$ cat src/rtl/fp_add_pipe_if.sv
// Valid/ready operand and result channel of the single-precision FP adder.
// slave is the adder's view, master is the producer/consumer view.
interface fp_add_pipe_if;
  logic        in_valid;
  logic        in_ready;
  logic        op_sub;
  logic [31:0] A;
  logic [31:0] B;
  logic        out_valid;
  logic        out_ready;
  logic [31:0] result;

  modport slave (
    input  in_valid, op_sub, A, B, out_ready,
    output in_ready, out_valid, result
  );

  modport master (
    output in_valid, op_sub, A, B, out_ready,
    input  in_ready, out_valid, result
  );
endinterface

$ cat src/rtl/fp_add_pipe.sv
// Three-stage IEEE 754 single-precision add/subtract, flush-to-zero, whole-pipe stall.
// Define FP_ADD_RNE_EN for round-to-nearest-even with overflow to Inf; default truncates and saturates.
module fp_add_pipe #(
  parameter logic [31:0] NAN_CANON = 32'h7FC00000
) (
  input  logic         clk,
  input  logic         reset,
  fp_add_pipe_if.slave bus
);

  function automatic logic [4:0] lzc27(input logic [26:0] v);
    logic [4:0] n;
    logic       found;
    n     = 5'd27;
    found = 1'b0;
    for (int i = 26; i >= 0; i--) begin
      if (!found && v[i]) begin
        n     = 5'(26 - i);
        found = 1'b1;
      end
    end
    return n;
  endfunction

  function automatic logic round_inc(input logic lsb, input logic [2:0] grs);
`ifdef FP_ADD_RNE_EN
    return grs[2] & (grs[1] | grs[0] | lsb);
`else
    // Truncation discards guard/round/sticky entirely.
    return 1'b0 & |{lsb, grs};
`endif
  endfunction

  function automatic logic [31:0] pack_sat(input logic s, input logic signed [9:0] e,
                                           input logic [22:0] m);
    if (e >= 10'sd255) begin
`ifdef FP_ADD_RNE_EN
      return {s, 8'hFF, 23'h000000};
`else
      return {s, 8'hFE, 23'h7FFFFF};
`endif
    end else if (e <= 10'sd0) begin
      return {s, 31'h0};
    end else begin
      return {s, e[7:0], m};
    end
  endfunction

  logic adv;
  assign adv          = !bus.out_valid || bus.out_ready;
  assign bus.in_ready = adv;

  // S1: unpack, swap, align, classify specials
  logic        a_sign, b_sign, a_zero, b_zero, a_inf, b_inf, a_nan, b_nan, swap;
  logic [7:0]  a_exp, b_exp, x_exp, y_exp, d;
  logic [22:0] a_man, b_man;
  logic [23:0] a_full, b_full, x_man, y_man;
  logic [30:0] a_mag, b_mag;
  logic        x_sign, y_sign, force_s;
  logic [49:0] y_wide;
  logic [26:0] y_al;
  logic [31:0] forced_s;

  always_comb begin
    a_sign = bus.A[31];
    b_sign = bus.B[31] ^ bus.op_sub;
    a_exp  = bus.A[30:23];
    b_exp  = bus.B[30:23];
    a_man  = bus.A[22:0];
    b_man  = bus.B[22:0];
    a_zero = (a_exp == 8'h00);
    b_zero = (b_exp == 8'h00);
    a_inf  = (a_exp == 8'hFF) && (a_man == 23'h0);
    b_inf  = (b_exp == 8'hFF) && (b_man == 23'h0);
    a_nan  = (a_exp == 8'hFF) && (a_man != 23'h0);
    b_nan  = (b_exp == 8'hFF) && (b_man != 23'h0);
    a_mag  = a_zero ? 31'h0 : bus.A[30:0];
    b_mag  = b_zero ? 31'h0 : bus.B[30:0];
    a_full = a_zero ? 24'h0 : {1'b1, a_man};
    b_full = b_zero ? 24'h0 : {1'b1, b_man};
    swap   = (b_mag > a_mag);
    x_sign = swap ? b_sign : a_sign;
    y_sign = swap ? a_sign : b_sign;
    x_exp  = swap ? b_exp  : a_exp;
    y_exp  = swap ? a_exp  : b_exp;
    x_man  = swap ? b_full : a_full;
    y_man  = swap ? a_full : b_full;
    d      = x_exp - y_exp;
    y_wide = {y_man, 26'h0} >> d;
    y_al   = (d >= 8'd26) ? {26'h0, |y_man} : {y_wide[49:24], |y_wide[23:0]};

    force_s  = 1'b1;
    forced_s = NAN_CANON;
    if (a_nan || b_nan) begin
      forced_s = NAN_CANON;
    end else if (a_inf && b_inf) begin
      forced_s = (a_sign != b_sign) ? NAN_CANON : {a_sign, 8'hFF, 23'h0};
    end else if (a_inf) begin
      forced_s = {a_sign, 8'hFF, 23'h0};
    end else if (b_inf) begin
      forced_s = {b_sign, 8'hFF, 23'h0};
    end else if (a_zero && b_zero) begin
      forced_s = {a_sign & b_sign, 31'h0};
    end else begin
      force_s = 1'b0;
    end
  end

  logic        vld_p0, sx_p0, sy_p0, force_p0;
  logic [7:0]  ex_p0;
  logic [23:0] xman_p0;
  logic [26:0] yal_p0;
  logic [31:0] forced_p0;

  // S2: magnitude add/subtract
  logic [27:0] sum_s;
  always_comb begin
    if (sx_p0 ^ sy_p0) sum_s = {1'b0, xman_p0, 3'b000} - {1'b0, yal_p0};
    else               sum_s = {1'b0, xman_p0, 3'b000} + {1'b0, yal_p0};
  end

  logic        vld_p1, sign_p1, force_p1;
  logic [7:0]  exp_p1;
  logic [27:0] sum_p1;
  logic [31:0] forced_p1;

  // S3: normalize, round, pack
  logic [4:0]         lz;
  logic [26:0]        norm;
  logic signed [9:0]  e;
  logic               inc;
  logic [24:0]        m25;
  logic [22:0]        mant;
  logic [31:0]        res_s;

  always_comb begin
    lz = lzc27(sum_p1[26:0]);
    if (sum_p1[27]) begin
      norm = {sum_p1[27:2], sum_p1[1] | sum_p1[0]};
      e    = signed'({2'b00, exp_p1}) + 10'sd1;
    end else begin
      norm = sum_p1[26:0] << lz;
      e    = signed'({2'b00, exp_p1}) - signed'({5'b00000, lz});
    end
    inc = round_inc(norm[3], norm[2:0]);
    m25 = {1'b0, norm[26:3]} + {24'h0, inc};
    if (m25[24]) begin
      mant = m25[23:1];
      e    = e + 10'sd1;
    end else begin
      mant = m25[22:0];
    end
    if (force_p1)             res_s = forced_p1;
    else if (sum_p1 == 28'h0) res_s = 32'h0;
    else                      res_s = pack_sat(sign_p1, e, mant);
  end

  always_ff @(posedge clk or posedge reset) begin
    if (reset) begin
      vld_p0        <= 1'b0;
      vld_p1        <= 1'b0;
      bus.out_valid <= 1'b0;
      bus.result    <= 32'h0;
    end else if (adv) begin
      vld_p0        <= bus.in_valid;
      vld_p1        <= vld_p0;
      bus.out_valid <= vld_p1;
      bus.result    <= vld_p1 ? res_s : 32'h0;
    end
  end

  always_ff @(posedge clk) begin
    if (adv) begin
      sx_p0     <= x_sign;
      sy_p0     <= y_sign;
      ex_p0     <= x_exp;
      xman_p0   <= x_man;
      yal_p0    <= y_al;
      force_p0  <= force_s;
      forced_p0 <= forced_s;
      sign_p1   <= sx_p0;
      exp_p1    <= ex_p0;
      sum_p1    <= sum_s;
      force_p1  <= force_p0;
      forced_p1 <= forced_p0;
    end
  end

endmodule

$ cat src/flat_wrapper.sv
// flat-port wrapper written by rule: the top's interface ports become plain ports
module fp_add_pipe_flat 
#(
  parameter logic [31:0] NAN_CANON = 32'h7FC00000
)
  (clk, reset, bus_in_valid, bus_op_sub, bus_A, bus_B, bus_out_ready, bus_in_ready, bus_out_valid, bus_result);
  fp_add_pipe_if bus_i ();
  input  logic clk;
  input  logic reset;
  input wire logic [$bits(bus_i.in_valid)-1:0] bus_in_valid;
  input wire logic [$bits(bus_i.op_sub)-1:0] bus_op_sub;
  input wire logic [$bits(bus_i.A)-1:0] bus_A;
  input wire logic [$bits(bus_i.B)-1:0] bus_B;
  input wire logic [$bits(bus_i.out_ready)-1:0] bus_out_ready;
  output wire logic [$bits(bus_i.in_ready)-1:0] bus_in_ready;
  output wire logic [$bits(bus_i.out_valid)-1:0] bus_out_valid;
  output wire logic [$bits(bus_i.result)-1:0] bus_result;
  assign bus_i.in_valid = bus_in_valid;
  assign bus_i.op_sub = bus_op_sub;
  assign bus_i.A = bus_A;
  assign bus_i.B = bus_B;
  assign bus_i.out_ready = bus_out_ready;
  assign bus_in_ready = bus_i.in_ready;
  assign bus_out_valid = bus_i.out_valid;
  assign bus_result = bus_i.result;
  fp_add_pipe #(.NAN_CANON(NAN_CANON)) u_core (.clk(clk), .reset(reset), .bus(bus_i));
endmodule
$ cat config.mk
export PLATFORM = sky130hd
export DESIGN_NAME = fp_add_pipe_flat
export DESIGN_NICKNAME = d
export VERILOG_FILES = /design/src/rtl/fp_add_pipe_if.sv /design/src/rtl/fp_add_pipe.sv /design/src/flat_wrapper.sv
export SDC_FILE = /design/constraint.sdc
export NUM_CORES = 1
export LEC_CHECK = 0
export BUFFER_PORTS_ARGS = -buffer_cell sky130_fd_sc_hd__buf_2
export CAP_MARGIN = 20
export CORE_ASPECT_RATIO = 1.1
export CORE_MARGIN = 2
export CORE_UTILIZATION = 55
export DETAILED_ROUTE_END_ITERATION = 10
export PLACE_DENSITY = 0.84
export SLEW_MARGIN = 20
export SYNTH_ARGS = -nofsm -noshare
export SYNTH_HDL_FRONTEND = slang
export SYNTH_SLANG_ARGS = --single-unit
$ cat constraint.sdc
create_clock -name clk -period 16.9 [get_ports clk]
set_input_delay 0.845 -clock clk [delete_from_list [all_inputs] [get_ports clk]]
set_output_delay 0.845 -clock clk [all_outputs]
set_load 0.02 [all_outputs]
==> run metrics <==
run status completed; hold buffer count at cts 0; clk root buf clkbuf_16; fraction of registers with async set/reset 24.8%; hold path start u_core.forced_p0[31]$_SDFFCE_PP0P_; Worst R2R End u_core.bus.result[8]$_DFFE_PP0P_; max_slew headroom between 30% and 40%; largest family of logic cells by synthesized area compound AO/OA/AOI/OAI gates; Fin. Hold Viols 0; Setup Fix Bufs, Post-CTS 0; part of the cycle the worst path needs 44.6%; Starting Density 56.1%; Clock Tree Buf Depth 2; arrival time at the worst endpoint slightly below 8 ns; Synth Area in Compound Gates approximately 25%; Ys Warns 0; CORE AREA ~25000 sq um; RSZ-0062 raised after global routing no; Remaining DRCs 0; Yosys reg bits 141; mux cell area share after synthesis just under 9%; Synth Area in Adders under 10%; vias in the first global route approximately 13000; # diodes 0; Cell Rows 60; worst hold endpoint u_core.forced_p1[31]$_DFFE_PP_; ys flop type edfxtp_1; total power roughly 2.4 mW; Synth cell types roughly 100; Design Area, Final around 15000 sq um; initial antenna violation count 1; placement-stage cell area about 14000 sq um; Syn Std Cell Area 13800 sq um; fmax around 130 MHz; leakage roughly 6.3 nW; first-pass GRT wire length between 60 and 70 mm; Global Route Usage Sum 31.8%; Setup TNS 0 ns; area leader, netlist edfxtp_1; CTS Sinks 141; Fill cells about 2200; Total Routed Length between 40 and 50 mm; footprint of the multi-input gates between 8000 and 9000 sq um; pwr dens between 150 and 200 nW/um^2; WL/cell 20.9 um; most frequent cells in the layout 180 x nand2_1, 135 x o21ai_0, 129 x a21oi_1, 106 x edfxtp_1; EDFF count, synth about 110; routed vias 13300; layout net count around 1800; flop-to-flop setup slack approximately 9.6 ns; routability cong. 1.02; First-pass DRT Iterations 10; r2r worst-path depth 23; number of H-tree levels 4; Synth Area per Inst 8.36 sq um; Yosys top cell area share 23.1%; CTS tree done; Hold Crit Class reg2reg; cts bufs inserted 17; most common cell after layout, fill and taps aside nand2_1; Final Critical Period roughly 7.5 ns; crit path kind in2reg; ratio of cells with drive above 1 in the final layout roughly 14%; Die X roughly 150 um; final setup violation count 0; largest net degree at the start of global routing roughly 80; sequential fraction of the synthesis area just under 30%; placed wire-length estimate between 30 and 40 mm; Max VDD drop 65.8 uV; Clk pin slew, worst setup/hold paths roughly 0.06 ns; CP required between 15 and 20 ns; final slew viol count 0; Setup Skew 0.0125 ns; die height between 150 and 200 um; Crit. End Element flip-flop; maxcap violations 0; CP Max Fanout 25; Worst-Margin Slew around 0.95 ns; XOR/XNOR Fraction of Synth Area just over 3%; DR iter-0 viols between 1000 and 1500; worst reg2reg path startpoint u_core.sum_p1[25]$_DFFE_PP_; hold path depth 0; Critical Path Start Type primary input; Routed Antenna Nets 0; Syn Inst Count between 1500 and 2000; ranking of synthesized cells by area edfxtp_1 23%, ha_1 8.2%, dfrtp_1 6.4%; Clock Latency Late Sink around 0.43 ns; vias per std cell roughly 6.6; I/O Buffers around 100; syn nets 1808; DIE AREA 26300 sq um; Top Ports around 100; Synth Area in Simple Gates around a fifth; area delta synth->final 9.03%; GRT overflow 0; post-cts sizing count 0; flip-flop and latch area 4060 sq um
## worst max-delay path, cell delays in order
cell,delay (ns)
buf_2,0.18
nor4_1,0.38
nand3_1,0.71
and2_1,0.48
ha_1,0.32
nand4_1,0.16
nor4_2,0.41
nand2_1,0.17
o21a_2,0.23
nor2_2,0.43
a21oi_1,0.13
ha_1,0.30
nor2b_1,0.14
o21ai_0,0.09
maj3_1,0.39
nor3_1,0.28
nor2_1,0.10
xor2_1,0.15
buf_4,0.25
nor3_1,0.07
or4_1,0.75
o21bai_4,0.34
or2_1,0.36
a21oi_2,0.14
## kinds of logic after synthesis
| group | after synthesis |
|---|---|
| XOR/XNOR | 49 |
| multiplexers | 103 |
| AO/OA/AOI/OAI | 518 |
| flip-flops | 141 |
| AND/OR/NAND/NOR | 546 |
| adder cells (fa/ha/maj) | 96 |
| buffers and inverters | 194 |
## sequential cells by signal (all words and copies together) (netlist names), 3 cells and up
register / flops
u_core.sum_p1: 28
u_core.xman_p0: 24
u_core.forced_p1: 3
u_core.yal_p0: 27
u_core.forced_p0: 3
u_core.bus.result: 32
u_core.exp_p1: 8
u_core.ex_p0: 8
## worst max path at each step
stage | start | slack, ns | cells past startpoint | end
2_1_floorplan | bus_B[26] | 9.77 | 30 | u_core.yal_p0[19]$_SDFFCE_PP0P_
3_3_place_gp | bus_B[26] | 9.12 | 24 | u_core.yal_p0[19]$_SDFFCE_PP0P_
3_5_place_dp | bus_B[26] | 9.01 | 24 | u_core.yal_p0[19]$_SDFFCE_PP0P_
4_1_cts | bus_B[26] | 9.43 | 24 | u_core.yal_p0[19]$_SDFFCE_PP0P_
5_1_grt | bus_B[26] | 8.84 | 24 | u_core.yal_p0[19]$_SDFFCE_PP0P_
6_report | bus_B[26] | 9.36 | 24 | u_core.yal_p0[19]$_SDFFCE_PP0P_
## power by group
part | internal, mW | switching (mW)
Combinational | 0.505 | 0.830
Sequential | 0.529 | 0.127
Clock | 0.224 | 0.151
Total | 1.26 | 1.11
## area by class of cell
type | instances | share of cell area, %
Clock inverter | 10 | 0.667
Clock buffer | 22 | 3.27
Inverter | 88 | 2.22
Multi-Input combinational cell | 1312 | 59.6
Tap cell | 310 | 2.59
Timing Repair Buffer | 125 | 4.60
Sequential cell | 141 | 27.1
## routing by layer
metal / GRT usage, % / share of wire, % / up-vias
met1: 37.9 / 38 / 6137
met3: 4.69 / 7.4 / 185
li1: - / - / 6205
met4: 19.2 / 6.1 / 2
met5: 0 / 0.031 / -
met2: 54.7 / 48 / 723
## synth_stat cells (19+ instances only)
| master | instances |
|---|---|
| a211oi_1 | 23 |
| nand2_1 | 181 |
| mux2i_1 | 74 |
| and2_1 | 32 |
| nand2b_1 | 19 |
| o31ai_1 | 27 |
| ha_1 | 90 |
| dfrtp_1 | 35 |
| edfxtp_1 | 106 |
| nand3_1 | 55 |
| clkbuf_1 | 79 |
| a21oi_1 | 129 |
| nor3_1 | 38 |
| o21ai_0 | 135 |
| nor2_1 | 103 |
| xnor2_1 | 31 |
| nor4_1 | 21 |
| inv_1 | 83 |
## metrics by stage
stage,hold slack (ns),util (%),setup WS [ns],instances
finish,0.417,61.1,9.36,2008
global route,0.435,61.1,8.84,2008
CTS,0.418,61.1,9.43,2007
detailed placement,0.405,58.7,9.01,1975
global placement,0.404,58.7,9.12,1975
floorplan,0.400,-,9.77,1647
(Power assumes the default switching activity.)
